## config.mk

```make
export PLATFORM = sky130hd
export DESIGN_NAME = pulse_period_meter
export DESIGN_NICKNAME = d
export VERILOG_FILES = /design/src/rtl/pulse_period_meter.sv
export SDC_FILE = /design/constraint.sdc
export NUM_CORES = 1
export LEC_CHECK = 0
export CAP_MARGIN = 0
export CORE_MARGIN = 2
export CORE_UTILIZATION = 35
export CTS_BUF_LIST = sky130_fd_sc_hd__clkbuf_8
export DETAILED_ROUTE_END_ITERATION = 16
export GPL_TIMING_DRIVEN = 0
export PLACE_DENSITY = 0.52
export SLEW_MARGIN = 10
export SYNTH_ARGS = -nofsm -noshare
export SYNTH_HDL_FRONTEND = slang
export SYNTH_SLANG_ARGS = --single-unit
export TNS_END_PERCENT = 50
```

## constraint.sdc

```tcl
create_clock -name clk_50M -period 2.4 [get_ports clk_50M]
set_input_delay 0.24 -clock clk_50M [delete_from_list [all_inputs] [get_ports clk_50M]]
set_output_delay 0.24 -clock clk_50M [all_outputs]
set_load 0.02 [all_outputs]
```

## src/rtl/pulse_period_meter.sv

```systemverilog
// Measures period and high time of an asynchronous 1-bit signal in clk_50M cycles,
// with a one-cycle valid strobe per completed period and a sticky no-edge timeout.
module pulse_period_meter #(
    parameter int unsigned CNT_W   = 27,
    parameter int unsigned TIMEOUT = 100_000_000
) (
    input  logic             clk_50M,
    input  logic             rst_n,
    input  logic             sig_in_i,
    input  logic             clr_i,
    output logic [CNT_W-1:0] period_o,
    output logic [CNT_W-1:0] high_time_o,
    output logic             meas_valid_o,
    output logic             timeout_o,
    output logic             busy_o
);

    typedef enum logic [0:0] {StIdle, StMeasure} state_e;

    localparam logic [CNT_W-1:0] CntLimit = CNT_W'(TIMEOUT - 1);

    state_e           state_q, state_d;
    logic             s1_q, s2_q, s3_q;
    logic [CNT_W-1:0] cnt_q, cnt_d;
    logic [CNT_W-1:0] hi_cap_q, hi_cap_d;
    logic [CNT_W-1:0] period_q, period_d;
    logic [CNT_W-1:0] high_q, high_d;
    logic             valid_q, valid_d;
    logic             timeout_q, timeout_d;

    logic             rise, fall;
    logic [CNT_W-1:0] cnt_inc;

    assign rise    = s2_q & ~s3_q;
    assign fall    = ~s2_q & s3_q;
    assign cnt_inc = cnt_q + CNT_W'(1);

    always_ff @(posedge clk_50M or negedge rst_n) begin
        if (!rst_n) begin
            s1_q      <= 1'b0;
            s2_q      <= 1'b0;
            s3_q      <= 1'b0;
            state_q   <= StIdle;
            cnt_q     <= '0;
            hi_cap_q  <= '0;
            period_q  <= '0;
            high_q    <= '0;
            valid_q   <= 1'b0;
            timeout_q <= 1'b0;
        end else begin
            s1_q      <= sig_in_i;
            s2_q      <= s1_q;
            s3_q      <= s2_q;
            state_q   <= state_d;
            cnt_q     <= cnt_d;
            hi_cap_q  <= hi_cap_d;
            period_q  <= period_d;
            high_q    <= high_d;
            valid_q   <= valid_d;
            timeout_q <= timeout_d;
        end
    end

    always_comb begin
        state_d   = state_q;
        cnt_d     = cnt_q;
        hi_cap_d  = hi_cap_q;
        period_d  = period_q;
        high_d    = high_q;
        valid_d   = 1'b0;
        timeout_d = timeout_q;

        // clr outranks any edge seen in the same cycle: no capture, no strobe
        if (clr_i) begin
            state_d   = StIdle;
            cnt_d     = '0;
            timeout_d = 1'b0;
        end else begin
            case (state_q)
                StIdle: begin
                    cnt_d = '0;
                    if (rise) begin
                        state_d = StMeasure;
                    end
                end
                StMeasure: begin
                    cnt_d = cnt_inc;
                    if (fall) begin
                        hi_cap_d = cnt_inc;
                    end
                    // a rise on the limit cycle still reports rather than timing out
                    if (rise) begin
                        period_d  = cnt_inc;
                        high_d    = hi_cap_q;
                        valid_d   = 1'b1;
                        timeout_d = 1'b0;
                        cnt_d     = '0;
                    end else if (cnt_q == CntLimit) begin
                        timeout_d = 1'b1;
                        state_d   = StIdle;
                        cnt_d     = '0;
                    end
                end
                default: begin
                    state_d = StIdle;
                    cnt_d   = '0;
                end
            endcase
        end
    end

    assign period_o     = period_q;
    assign high_time_o  = high_q;
    assign meas_valid_o = valid_q;
    assign timeout_o    = timeout_q;
    assign busy_o       = (state_q == StMeasure);

endmodule

```

==> results of run 1 <==
## worst paths after layout
check | from | end | slack, ns
setup / recovery | s3_q$_DFF_PN0_ | period_o[24]$_DFFE_PN0P_ | 0.09
hold / removal | sig_in_i | s1_q$_DFF_PN0_ | 0.24
setup reg to reg | s3_q$_DFF_PN0_ | period_o[24]$_DFFE_PN0P_ | 0.09
hold reg to reg | s1_q$_DFF_PN0_ | s2_q$_DFF_PN0_ | 0.35
max in group asynchronous | rst_n | cnt_q[26]$_DFF_PN0_ | 1.42
min in group asynchronous | rst_n | high_time_o[25]$_DFFE_PN0P_ | 0.25
## cell usage in the layout (no fill, tap or decap), types with 5 or more instances in the layout
master / n
dfrtp_1: 113
nand2_1: 132
a31oi_1: 12
o211ai_1: 14
nand4_1: 9
clkbuf_8: 20
xor2_1: 7
clkbuf_1: 15
xnor2_1: 5
clkdlybuf4s50_1: 59
a21oi_1: 15
nor3_1: 5
nand3_1: 23
o21ai_0: 38
inv_1: 6
or4_1: 19
buf_6: 7
or3_1: 10
nor2_1: 27
## synth_stat cells
library cell / n / area share
o21ai_0: 38 / 0.039
a31oi_1: 12 / 0.016
o31ai_1: 4 / 0.0062
dfrtp_1: 114 / 0.59
and3_1: 1 / 0.0013
o21a_1: 1 / 0.0016
clkbuf_1: 18 / 0.014
nand4_1: 9 / 0.012
xnor2_1: 5 / 0.0091
nand2_1: 132 / 0.10
o21ai_4: 1 / 0.0034
nor4b_2: 1 / 0.0031
nor3_1: 5 / 0.0052
or4_4: 4 / 0.0093
or4_1: 19 / 0.030
ha_1: 1 / 0.0026
inv_1: 5 / 0.0039
o211ai_1: 14 / 0.022
or2_2: 1 / 0.0013
clkbuf_2: 1 / 0.0010
or4b_1: 1 / 0.0021
nand3_1: 23 / 0.024
nand4_4: 1 / 0.0044
xor2_1: 7 / 0.013
or3_2: 1 / 0.0016
nor2_1: 27 / 0.021
buf_2: 3 / 0.0031
or3_1: 10 / 0.013
buf_6: 6 / 0.014
nor4b_1: 1 / 0.0018
nand2b_1: 1 / 0.0013
a21oi_1: 15 / 0.016
buf_4: 1 / 0.0016
nor2b_1: 1 / 0.0013
and4_2: 1 / 0.0021
nand4_2: 1 / 0.0026
and4_1: 2 / 0.0036
## cell families (layout without fill, tap and decap cells)
group	Yosys count	count (layout)	share of synthesized area
AO/OA/AOI/OAI	85	85	0.104
AND/OR/NAND/NOR	242	242	0.243
buffers and inverters	34	128	0.0376
XOR/XNOR	12	12	0.0218
flip-flops	114	114	0.592
adder cells (fa/ha/maj)	1	1	0.00259
## power groups by stage
stage                     registers, mW  logic [mW]  clock network (mW)
after floorplan                    2.31       0.136                   0
after global placement             2.19       0.574                   0
after detailed placement           2.19       0.585                   0
after CTS                          2.15       0.590                2.03
after global routing               2.17       0.637                2.13
final                              2.15       0.580                1.98
## flip-flops by register name (all words and copies together), names as in the netlist
| signal | cells |
|---|---|
| timeout_o | 1 |
| meas_valid_o | 1 |
| period_o | 27 |
| s3_q | 1 |
| busy_o | 1 |
| high_time_o | 27 |
| cnt_q | 27 |
| hi_cap_q | 27 |
| s1_q | 1 |
| s2_q | 1 |
## through the flow
stage	std cells	area (um^2)	hold WS [ns]
after global placement	724	5640	0.334
after CTS	757	6120	0.215
after detailed placement	725	5670	0.126
after global routing	758	6130	0.206
after floorplan	488	4820	-0.0556
final	758	6130	0.241
## critical path, stage by stage, from the launching register on
cell	delay [ns]
dfrtp_1	0.40
nand2b_1	0.15
or3_1	0.31
clkbuf_1	0.23
inv_1	0.11
clkbuf_1	0.41
clkbuf_2	0.42
a31oi_1	0.14
## routing by layer
layer / vias to the layer above / part of all wire / wire length, um
li1: 1859 / - / -
met1: 1883 / 0.48 / 5880
met2: 82 / 0.47 / 5660
met3: 13 / 0.037 / 452
met4: 0 / 0.013 / 157
met5: - / 0 / 0
## layout make-up
cell class | instances | area [um^2] | share of cell area
well taps | 176 | 220 | 0.0359
plain buffers | 29 | 166 | 0.0271
clock buffers | 20 | 275 | 0.0449
repair buffers | 63 | 647 | 0.106
flip-flops and latches | 114 | 2850 | 0.466
clock inverters | 11 | 160 | 0.0261
inverters | 5 | 18.8 | 0.00306
multi-input cells | 340 | 1790 | 0.292
## what timing repair did
item,4_1_cts,5_1_grt
resized for setup,2,3
cloned,0,0
hold buffers,1,0
hold endpoints to repair,26,0
pin swaps,0,1
endpoints found under the setup margin,17,48
setup buffers,0,1
==> flow_metrics.py, run 1 <==
metrics = {
    "hold_path": {
        "hp-class": "input port to flop",
        "worstHoldPathCells": 1,
    },
    "worst_setup_path": {
        "critPathArrivalTime_ns": 2.60,
        "r2r_cells": 7,
        "setup.worst_path.start_class": "flop",
        "crit_path_end_kind": "flop",
        "critPathRequiredTime_ns": 2.69,
        "path_max_fanout": 10,
        "worstSetupPathType": "flop to flop",
    },
    "grt": {
        "grt_use_total": 0.181,
        "grt_pass1_vias": 3883,
        "grt_max_degree": 89,
        "grt_antenna_before_repair": 0,
        "grt.overflow.total": 0,
        "use_met2": 0.275,
        "met1_usage": 0.245,
        "grt_use_met3": 0.0559,
        "grt_first_pass_wirelength_mm": 20.3,
        "grt.busiest_layer": "met2",
    },
    "routing": {
        "vias_per_cell": 5.06,
        "vias": 3837,
        "post_drt_wl_per_cell_um": 16.0,
        "drtAntennaViolNets": 0,
        "firstDrtPassIters": 4,
        "drtIter0Drc": 272,
        "drc": 0,
        "wl_mm": 12.2,
    },
    "finish": {
        "nets": 575,
        "num_antenna_cells": 0,
        "drive_gt1_frac": 0.101,
        "finish.utilization": 0.459,
        "fillers": 1301,
        "area_delta_synth_final_pct": 27.1,
    },
    "timing": {
        "tns_ns": 0,
        "fin_crit_ns": 2.31,
        "final.period_utilization": 0.962,
        "finalSetupViolCount": 0,
        "finalWorstSetupSlack_ns": 0.0918,
        "hold_viol_final": 0,
        "tightest_slew_ns": 1.07,
        "fin_skew_ns": 0.0119,
        "rsz0062_at_grt": "yes",
        "slew_headroom": 0.282,
        "maxSlewViolCount": 0,
        "clock.fmax_mhz": 433,
    },
    "floorplanning": {
        "dieArea_um2": 14700,
        "start_util": 0.361,
        "pin_count": 61,
        "die_height_um": 121,
        "die_w_um": 121,
        "rows": 42,
        "core_um2": 13300,
    },
    "place": {
        "io_buffers": 60,
        "dpl.hpwl_mm": 8.36,
        "dp_slack_ns": -0.456,
        "place_congestion": 0.823,
    },
    "synthesis": {
        "synth_nets": 493,
        "syn_area_per_cell_um2": 9.88,
        "synth_area_um2": 4820,
        "yosysSeqAreaShare": 0.592,
        "synth.ff_latch_count": 114,
        "netlist_instances": 488,
        "synth_cell_types": 37,
        "yosysWarnings": 0,
    },
    "pwr": {
        "power_density_nw_per_um2": 768,
        "seqPwrFrac": 0.457,
        "p_int_mw": 3.53,
        "totalPowerFinal_mw": 4.71,
        "clkPwrFrac": 0.420,
        "vdd_drop_max_uv": 386,
        "p_sw_frac": 0.250,
        "power_frac_comb": 0.123,
        "power.switching_mw": 1.17,
        "cellLeakagePower_nw": 2.69,
    },
    "clocking": {
        "htreeDepth": 4,
        "clk_path_buf_depth": 2,
        "clockRootBuffer": "clkbuf_8",
        "clk_pin_slew_ns": 0.07,
        "cts_tree": "yes",
        "clkLatencyLatePin_ns": 0.44,
        "cts-buffers-inserted": 17,
        "cts.sinks": 114,
    },
    "outcome": {
        "run_status": "complete, no violations",
    },
    "run": {
        "maxCapViolations": 0,
    },
}
No activity file was read; power rests on OpenSTA's default activity.
==> run 2, diff against run 1 <==
GPL_TIMING_DRIVEN = not set   (was 0)
==> flow_metrics.py, run 2 (same netlist as run 1, synthesis figures left out) <==
metrics = {
    "outcome": {
        "run_status": "complete, no violations",
    },
    "finish": {
        "fillers": 1345,
        "final_common_cell": "nand2_1",
        "final_cell_mix": "nand2_1 (132), dfrtp_1 (114), clkdlybuf4s50_1 (59), o21ai_0 (38), nor2_1 (27)",
        "area_delta_synth_final_pct": 24.4,
        "final-seq-area_um2": 2850,
        "drive_gt1_frac": 0.0977,
        "num_antenna_cells": 0,
        "fin_cells": 739,
        "nets": 555,
        "multi_input_area_um2": 1790,
        "postLayoutCellArea_um2": 6000,
    },
    "timing": {
        "rsz0062_at_grt": "no",
        "fin_skew_ns": 0.0128,
        "slew_headroom": 0.577,
        "clock.fmax_mhz": 452,
        "hold_viol_final": 0,
        "finalSetupViolCount": 0,
        "tightest_slew_ns": 0.634,
        "fin_hold_ws_ns": 0.256,
        "final.period_utilization": 0.921,
        "fin_crit_ns": 2.21,
        "tns_ns": 0,
        "maxSlewViolCount": 0,
    },
    "worst_setup_path": {
        "reg2reg_slack_ns": 0.19,
        "crit_path_end_kind": "flop",
        "worstSetupPathType": "flop to flop",
        "path_buf_inv": 0,
        "crit_top_cell": "or4_4",
        "path_max_fanout": 21,
        "critPathMaxStageDelay_ns": 0.71,
        "critPathRequiredTime_ns": 2.75,
        "setup.worst_path.start_class": "flop",
        "cp_top_family": "simple AND/OR/NAND/NOR gates",
        "timing.rr.start": "cnt_q[4]$_DFF_PN0_",
        "critPathArrivalTime_ns": 2.56,
        "timing.critical_path.slowest_stage_cell": "or4_4",
        "r2r_end": "hi_cap_q[23]$_DFFE_PN0P_",
        "worstPathCellList": "nand4_2, or4_4, or4_4, a31oi_1",
        "r2r_cells": 4,
    },
    "grt": {
        "use_met2": 0.241,
        "grt_pass1_vias": 3771,
        "grt_use_total": 0.165,
        "grt_first_pass_wirelength_mm": 18.9,
        "grt.overflow.total": 0,
        "grt_use_met3": 0.0465,
        "grt_antenna_before_repair": 0,
        "grt_max_degree": 115,
        "met1_usage": 0.233,
        "grt.busiest_layer": "met2",
    },
    "floorplanning": {
        "dieArea_um2": 14700,
        "start_util": 0.361,
        "pin_count": 61,
        "die_height_um": 121,
        "die_w_um": 121,
        "core_um2": 13300,
        "rows": 42,
    },
    "pwr": {
        "vdd_drop_max_uv": 294,
        "power_frac_comb": 0.131,
        "clkPwrFrac": 0.378,
        "power.switching_mw": 1.18,
        "seqPwrFrac": 0.491,
        "p_int_mw": 3.20,
        "p_sw_frac": 0.270,
        "power_density_nw_per_um2": 730,
        "cellLeakagePower_nw": 2.60,
    },
    "clocking": {
        "clk_path_buf_depth": 2,
        "cts.sinks": 114,
        "cts_tree": "yes",
        "cts_setup_buffers": 0,
        "cts-buffers-inserted": 17,
        "clockRootBuffer": "clkbuf_8",
        "htreeDepth": 4,
        "clkLatencyLatePin_ns": 0.43,
        "clk_pin_slew_ns": 0.07,
    },
    "routing": {
        "post_drt_wl_per_cell_um": 14.8,
        "drtAntennaViolNets": 0,
        "wl_mm": 10.9,
        "drc": 0,
        "firstDrtPassIters": 5,
        "vias_per_cell": 5.03,
        "vias": 3716,
        "drtIter0Drc": 236,
    },
    "run": {
        "maxCapViolations": 0,
    },
    "place": {
        "dpl.hpwl_mm": 7.17,
        "io_buffers": 60,
        "place_congestion": 0.794,
        "place_area_um2": 5610,
        "dp_cells": 706,
    },
    "hold_path": {
        "hp-class": "input port to flop",
        "worstHoldPathCells": 1,
        "whs_endpoint": "s1_q$_DFF_PN0_",
        "hold_start": "sig_in_i",
    },
}
==> run 2: changes by cell type in the layout (fill, tap and decap cells not counted), moves of 4 or more <==
cell,delta
buf_12,+4
buf_4,+6
buf_6,-7
clkbuf_1,-15
clkbuf_2,-4
clkinvlp_4,+6
==> run 2: power groups by stage <==
stage | clock, mW | combinational [mW] | sequential (mW)
after global routing | 1.82 | 0.629 | 2.17
after detailed placement | 0 | 0.582 | 2.19
final | 1.66 | 0.574 | 2.15
after floorplan | 0 | 0.136 | 2.31
after global placement | 0 | 0.575 | 2.18
after CTS | 1.71 | 0.584 | 2.15
==> run 2: what timing repair did <==
action,CTS,global route
endpoints found under the hold margin,114,0
hold buffers,1,0
gates resized for setup,0,0
==> run 2: worst max-delay path by stage <==
stage | start | end | slack (ns) | cells past startpoint
after floorplan | cnt_q[0]$_DFF_PN0_ | hi_cap_q[18]$_DFFE_PN0P_ | 0.41 | 6
after global placement | clr_i | hi_cap_q[26]$_DFFE_PN0P_ | 0.23 | 4
after detailed placement | clr_i | hi_cap_q[17]$_DFFE_PN0P_ | 0.18 | 4
after CTS | cnt_q[0]$_DFF_PN0_ | hi_cap_q[23]$_DFFE_PN0P_ | 0.19 | 4
after global routing | cnt_q[4]$_DFF_PN0_ | period_o[23]$_DFFE_PN0P_ | 0.03 | 4
final | cnt_q[4]$_DFF_PN0_ | hi_cap_q[23]$_DFFE_PN0P_ | 0.19 | 4
==> run 2: metal layers <==
metal  vias to the layer above  wire length, um
met5                         -                0
met2                        60             5140
met3                         8              386
met4                         0               93
met1                      1824             5290
li1                       1824                -
==> run 2: final cells by class <==
cell class | count | area share
clock buffer | 19 | 0.0436
clock inverter | 13 | 0.0190
inverter | 5 | 0.00313
multi-input combinational | 340 | 0.298
sequential | 114 | 0.476
tap | 176 | 0.0367
timing repair buffer | 72 | 0.124
==> run 2: stage by stage <==
step                      total power, mW  utilization  setup slack [ns]
after CTS                            4.45        0.449             0.194
after global placement               2.76        0.420             0.229
after detailed placement             2.77        0.420             0.176
after global routing                 4.62        0.449            0.0298
after floorplan                      2.45            -             0.406
final                                4.38        0.449             0.189
